## config.mk

```make
export PLATFORM = sky130hd
export DESIGN_NAME = inst_fetch
export DESIGN_NICKNAME = d
export VERILOG_FILES = /design/src/rtl/inst_fetch.sv
export SDC_FILE = /design/constraint.sdc
export NUM_CORES = 1
export LEC_CHECK = 0
export ABC_AREA = 1
export BUFFER_PORTS_ARGS = -buffer_cell sky130_fd_sc_hd__buf_2
export CAP_MARGIN = 20
export CORE_MARGIN = 4
export CORE_UTILIZATION = 57
export CTS_CLUSTER_SIZE = 24
export DETAILED_ROUTE_END_ITERATION = 8
export PLACE_DENSITY = 0.88
export SLEW_MARGIN = 40
export SYNTH_ARGS = -nofsm -noshare
export SYNTH_HDL_FRONTEND = slang
export SYNTH_SLANG_ARGS = --single-unit
```

## constraint.sdc

```tcl
create_clock -name clk -period 2.6 [get_ports clk]
set_input_delay 0.39 -clock clk [delete_from_list [all_inputs] [get_ports clk]]
set_output_delay 0.39 -clock clk [all_outputs]
set_load 0.02 [all_outputs]
```

## src/rtl/inst_fetch.sv

```systemverilog
// Instruction fetch unit: issues word fetches to instruction memory, holds one
// fetched instruction for a ready/valid consumer, and follows PC redirects.
module inst_fetch #(
  parameter logic [31:0] RESET_PC = 32'h0000_0000,
  parameter int          TIMEOUT  = 16
) (
  input  logic        clk,
  input  logic        rst_n,
  output logic        imem_req,
  output logic [31:0] imem_addr,
  input  logic        imem_ack,
  input  logic [31:0] imem_rdata,
  input  logic        redirect,
  input  logic [31:0] redirect_pc,
  output logic        instr_valid,
  input  logic        instr_ready,
  output logic [31:0] instr,
  output logic [31:0] instr_pc,
  output logic [6:0]  op,
  output logic [2:0]  funct3,
  output logic        funct7b5,
  output logic        fetch_err,
  output logic [31:0] fetch_count
);

  localparam int WAIT_W = (TIMEOUT < 2) ? 1 : $clog2(TIMEOUT + 1);
  localparam logic [31:0] NOP = 32'h0000_0013;

  typedef enum logic [1:0] {
    IDLE  = 2'd0,
    REQ   = 2'd1,
    VALID = 2'd2,
    ERR   = 2'd3
  } state_t;

  state_t              state_q, state_d;
  logic [31:0]         pc_q, pc_d;
  logic [31:0]         instr_q, instr_d;
  logic [31:0]         instr_pc_q, instr_pc_d;
  logic [31:0]         count_q, count_d;
  logic                err_q, err_d;
  logic [WAIT_W-1:0]   wait_q, wait_d;
  logic                redir_bad;

  assign redir_bad = redirect && (redirect_pc[1:0] != 2'b00);

  // State and datapath registers
  always_ff @(posedge clk or negedge rst_n) begin
    if (!rst_n) begin
      state_q    <= IDLE;
      pc_q       <= RESET_PC;
      instr_q    <= NOP;
      instr_pc_q <= 32'h0;
      count_q    <= 32'h0;
      err_q      <= 1'b0;
      wait_q     <= '0;
    end else begin
      state_q    <= state_d;
      pc_q       <= pc_d;
      instr_q    <= instr_d;
      instr_pc_q <= instr_pc_d;
      count_q    <= count_d;
      err_q      <= err_d;
      wait_q     <= wait_d;
    end
  end

  always_comb begin
    state_d    = state_q;
    pc_d       = pc_q;
    instr_d    = instr_q;
    instr_pc_d = instr_pc_q;
    count_d    = count_q;
    err_d      = err_q;
    wait_d     = wait_q;

    // A handshake in VALID completes even when a redirect arrives alongside it
    if (state_q == VALID && instr_ready)
      count_d = count_q + 32'd1;

    if (state_q != ERR && redirect) begin
      if (redir_bad) begin
        state_d = ERR;
        err_d   = 1'b1;
      end else begin
        state_d = REQ;
        pc_d    = redirect_pc;
        wait_d  = '0;
      end
    end else begin
      case (state_q)
        IDLE: begin
          state_d = REQ;
          wait_d  = '0;
        end
        REQ: begin
          if (imem_ack) begin
            state_d    = VALID;
            instr_d    = imem_rdata;
            instr_pc_d = pc_q;
            pc_d       = pc_q + 32'd4;
          end else if (wait_q == WAIT_W'(TIMEOUT - 1)) begin
            state_d = ERR;
            err_d   = 1'b1;
            wait_d  = wait_q + 1'b1;
          end else begin
            wait_d = wait_q + 1'b1;
          end
        end
        VALID: begin
          if (instr_ready) begin
            state_d = REQ;
            wait_d  = '0;
          end
        end
        default: ;
      endcase
    end
  end

  assign imem_req    = (state_q == REQ);
  assign imem_addr   = pc_q;
  assign instr_valid = (state_q == VALID);
  assign instr       = instr_q;
  assign instr_pc    = instr_pc_q;
  assign op          = instr_q[6:0];
  assign funct3      = instr_q[14:12];
  assign funct7b5    = instr_q[30];
  assign fetch_err   = err_q;
  assign fetch_count = count_q;

endmodule

```

After elaboration in Yosys (flattened, before gate mapping)
Index checks and enable logic that the tools add are counted.
{"block": "word_totals", "regBits": 136, "out_inout_bits": 142, "elab_cells": 55}
{"block": "op_classes", "add_sub_neg": 3, "eq_ne": 10, "n_mux": 20, "bitwise": 1, "n_reduce_logical": 14}
{"cell": "2-to-1 mux 32 bit", "n": 4}
{"cell": "adder 32 x 1 -> 32 bit, second input constant", "n": 1}
{"cell": "adder 32 x 3 -> 32 bit, second input constant", "n": 1}
{"cell": "2-to-1 mux 5 bit", "n": 4}
{"cell": "case mux 5 bit (3 select lines)", "n": 1}
{"cell": "2-to-1 mux 2 bit", "n": 5}
{"cell": "AND reduction 3 bit", "n": 3}
{"cell": "AND reduction 4 bit", "n": 2}
{"cell": "nonzero test 2 bit", "n": 4}
{"cell": "inequality test 2 bit, second input constant", "n": 3}
{"cell": "case mux 2 bit (3 select lines)", "n": 1}
{"cell": "adder 5 x 1 -> 5 bit, second input constant", "n": 1}
{"cell": "equality test 5 x 4 -> 1 bit, second input constant", "n": 1}
{"cell": "2-to-1 mux 1 bit", "n": 5}
{"cell": "inequality test 4 x 1 -> 1 bit, second input constant", "n": 1}
{"cell": "nonzero test 4 bit", "n": 1}
{"cell": "logical AND 1 bit", "n": 3}
{"cell": "inequality test 3 x 1 -> 1 bit, second input constant", "n": 1}
{"cell": "inequality test 3 x 2 -> 1 bit, second input constant", "n": 1}
{"cell": "equality test 2 x 1 -> 1 bit, second input constant", "n": 1}
{"cell": "equality test 2 bit, second input constant", "n": 1}
{"cell": "zero test 2 bit", "n": 1}
{"cell": "inequality test 2 x 1 -> 1 bit, second input constant", "n": 1}
{"cell": "inverter 1 bit", "n": 1}

Depth between registers and ports, before layout
{"block": "depth", "depth_word": 5, "mapped_depth": 10, "depth_no_buf": 10}

Worst setup path before layout
No wires, ideal clock.
{"block": "synth_timing", "path_type": "register to register", "start": "reg pc_q[3], in the netlist imem_addr[3]", "end": "reg pc_q[26], in the netlist imem_addr[26]", "setup_time_ns": 0.117, "arrival_time_ns": 1.529, "required_time_ns": 2.483, "slack_ns": 0.955, "path_stages_with_launch": 11, "path_buffers": 0, "synth_period_minus_slack_ns": 1.645, "path_cell_list": "dfrtp_1 ha_1 nand2_1 nor2_1 nand2_1 nor2_4 nand2_1 nand2_1 nand3_1 nand2_1 nand2_1"}
{"block": "synth_via", "elab_chain_cells": 4}
{"item": "start: declaration", "line": "37", "rtl": "logic [31:0] pc_q, pc_d;"}
{"item": "start signal: assignment", "line": "59", "rtl": "pc_q <= pc_d;"}
{"item": "adder 32 x 3 -> 32 bit", "line": "101", "rtl": "pc_d = pc_q + 32'd4;"}
{"item": "2-to-1 mux 32 bit", "line": "97", "rtl": "if (imem_ack) begin"}
{"item": "2-to-1 mux 32 bit", "line": "91", "rtl": "case (state_q)"}
{"item": "2-to-1 mux 32 bit", "line": "81", "rtl": "if (state_q != ERR && redirect) begin"}
Every way passes these cells. The select of a mux whose other input is x is not followed.
A chain may end at the register's enable or synchronous reset.

Worst setup path in the final report
{"block": "layout_timing", "start": "reg state_q[1]", "end": "reg pc_q[6], in the netlist imem_addr[6]"}
{"block": "layout_via", "elab_chain_cells": 4}
{"item": "start: declaration", "line": "36", "rtl": "state_t state_q, state_d;"}
{"item": "start signal: assignment", "line": "58", "rtl": "state_q <= state_d;"}
{"item": "inequality test 2 bit", "line": "81"}
{"item": "logical AND 1 bit", "line": "81"}
{"item": "inequality test 2 bit (no line) or nonzero test 2 bit (tied branches)"}
{"item": "AND reduction 3 bit (no line)"}
Several ways; a longest one is shown, not always the timed one.

==> flow_metrics.env <==
export IMPL_nNetsFinal=1296
export IMPL_tightestPinTransition_ps=693
export IMPL_setup_viol=0
export IMPL_yosys_area_share_simple=0.372
export IMPL_rrSetupSlack_ps=700
export IMPL_clkTransAtPathRegs_ps=60
export IMPL_min_from="imem_rdata[16]"
export IMPL_postCtsHoldBufs=1
export IMPL_setup_ws_ps=702
export IMPL_regToRegEndpoint="imem_addr[6]"
export IMPL_maxSlewHeadroom=0.537
export IMPL_drive_above_1_share=0.214
export IMPL_num_vias=7197
export IMPL_rsz0062_at_grt="no"
export IMPL_drv_cap=0
export IMPL_first_global_vias=6997
export IMPL_grt_pass1_wl_mm=33.0
export IMPL_finalCritPeriodShare=0.730
export IMPL_synth_compound_area_frac=0.0506
export IMPL_start_util=0.591
export IMPL_setup_tns_final_ps=0
export IMPL_layout_cells_non_filler=1404
export IMPL_total_power_mw=10.2
export IMPL_cp_max_fo=51
export IMPL_row_count=40
export IMPL_avgSynthCellArea_um2=7.04
export IMPL_grt_usage=0.283
export IMPL_vdd_drop_max_uv=847
export IMPL_seq_area_frac_synth=0.472
export IMPL_hold_class="input port to flip-flop"
export IMPL_end_kind="flip-flop"
export IMPL_cts_inserted_buffers=17
export IMPL_synth_area_mux_share=0
export IMPL_drv_slew=0
export IMPL_worst_setup_path_start_kind="flip-flop"
export IMPL_n_antenna_cell=0
export IMPL_hold_ws_ps=171
export IMPL_cp_data_required_time_ps=2890
export IMPL_clk_latency_ps=420
export IMPL_syn_inst=1025
export IMPL_post_route_util=0.731
export IMPL_dp_cells=1371
export IMPL_fillers=969
export IMPL_post_cts_resized=0
export IMPL_min_to="instr[16]"
export IMPL_r2r_start="state_q[1]"
export IMPL_drt_iter0_markers=630
export IMPL_h_tree_depth=4
export IMPL_netlist_area_um2=7220
export IMPL_clk_path_buf_depth=2
export IMPL_io_buffers=210
export IMPL_pre_cts_ws_ps=767
export IMPL_ys_warn_count=0
export IMPL_wl_per_cell_um=14.2
export IMPL_fp_dieArea_um2=14500
export IMPL_clkSinkCount=136
export IMPL_syn_to_final_growth_pct=23.7
export IMPL_p_leak_nw=4.79
export IMPL_min_path_cells=3
export IMPL_cts_setup_buffers=0
export IMPL_die_w_um=121
export IMPL_hpwl_mm=14.4
export IMPL_critPathArrivalTime_ps=2190
export IMPL_core_um2=12200
export IMPL_synth_top_family_by_area="simple AND/OR/NAND/NOR gates"
export IMPL_wirelength_mm=19.9
export IMPL_overflow=0
export IMPL_ant_nets=0
export IMPL_synth_seq_cells=136
export IMPL_cts_root_buf="clkbuf_16"
export IMPL_synth_fa_ha_area_frac=0.00693
export IMPL_final_area_um2=8930
export IMPL_status="finished clean"
export IMPL_place_gp_congestion=0.971
export IMPL_die_y_um=121
export IMPL_cts_tree="done"
export IMPL_dpl_instance_area_um2=8320
export IMPL_final_setup_skew_ps=9.14
export IMPL_synthXorXnorAreaFrac=0.0267
export IMPL_vias_per_cell=5.13
export IMPL_ioPinCount=211
export IMPL_grt_max_degree=59
export IMPL_finalCriticalPeriod_ps=1900
export IMPL_drc=0
export IMPL_power_per_cell_area_nw_per_um2=1150
export IMPL_fmax_mhz=527
export IMPL_reg2reg_depth=10
export IMPL_antenna_found_initial=0
export IMPL_dr_pass1_iters=5
export IMPL_synth_cell_types=28
export IMPL_synth_nets=1098
export IMPL_hold_viol=0
export IMPL_crit_type="flip-flop to flip-flop"
## how the worst max path moves through the flow
stage / start / to / slack, ps / cells past startpoint
6_report: state_q[1] / imem_addr[6] / 700 / 10
3_3_place_gp: imem_addr[4] / imem_addr[27] / 820 / 9
5_1_grt: imem_addr[3] / imem_addr[22] / 450 / 10
4_1_cts: state_q[1] / imem_addr[6] / 720 / 9
3_5_place_dp: state_q[1] / imem_addr[3] / 770 / 10
2_1_floorplan: imem_addr[3] / imem_addr[26] / 950 / 10
## metal layers
metal  track usage  up-vias  part of all wire
met5             0        -                 0
met1         0.352     3313              0.40
li1              -     3546                 -
met4         0.115        0             0.031
met3        0.0753       51             0.079
met2         0.469      287              0.49
## layout make-up
type / instances / area [um2] / share of cell area
Clock buffer: 24 / 482 / 0.0539
Tap cell: 168 / 210 / 0.0235
Multi-Input combinational cell: 776 / 3300 / 0.369
Clock inverter: 8 / 120 / 0.0135
Inverter: 73 / 274 / 0.0307
Timing Repair Buffer: 219 / 1140 / 0.128
Sequential cell: 136 / 3410 / 0.382
## where the power goes
group          internal, mW  switching [mW]
Sequential             2.92           0.770
Clock                  1.58           0.872
Combinational          1.29            2.79
Total                  5.79            4.43
## cell usage after synthesis (all sizes together)
master | instances | share of area
a21oi | 5 | 0.0035
and2 | 1 | 0.00087
buf | 31 | 0.029
clkbuf | 9 | 0.0047
dfrtp | 133 | 0.46
dfstp | 3 | 0.011
ha | 4 | 0.0069
inv | 73 | 0.038
nand2 | 460 | 0.24
nand3 | 52 | 0.037
nand3b | 7 | 0.0073
nand4 | 3 | 0.0026
nor2 | 153 | 0.082
nor3 | 3 | 0.0021
o21ai | 64 | 0.045
o21bai | 1 | 0.0010
o32ai | 1 | 0.0012
xnor2 | 8 | 0.0097
xor2 | 14 | 0.017
## logic make-up (layout without fill, tap and decap cells)
logic type	after synthesis	after routing
xor gates and xnor gates	22	22
adders and majority gates	4	4
AOI/OAI and AO/OA	71	71
buffers and inverters	113	324
and+or+nand+nor	679	679
DFF	136	136
## state kept, by name, summed over array words and instances (netlist names)
register	flops
state_q	2
wait_q	5
fetch_err	1
instr	32
instr_pc	32
imem_addr	32
fetch_count	32
## cells in the final DEF (no fill, tap or decap), drive strengths merged
cell and n:
and2 1, o32ai 1, nand3 52, ha 4, buf 218, xnor2 8, a21oi 5, nor2 153
dfstp 3, o21ai 64, xor2 14, clkbuf 24, bufinv 3, clkinv 3, dlygate4sd3 1, nand2 460
inv 73, nor3 3, nand4 3, nand3b 7, dfrtp 133, o21bai 1, clkinvlp 2
## critical path, cell delays in order (launching register included)
cell     delay [ps]
dfrtp_1         440
nand2_1         110
nand2_2          80
inv_2           110
nand3_2         100
o21ai_2          70
nand2_2          60
buf_4           410
inv_2           180
nand2_1         100
o21ai_0          90
(Power assumes the default switching activity.)
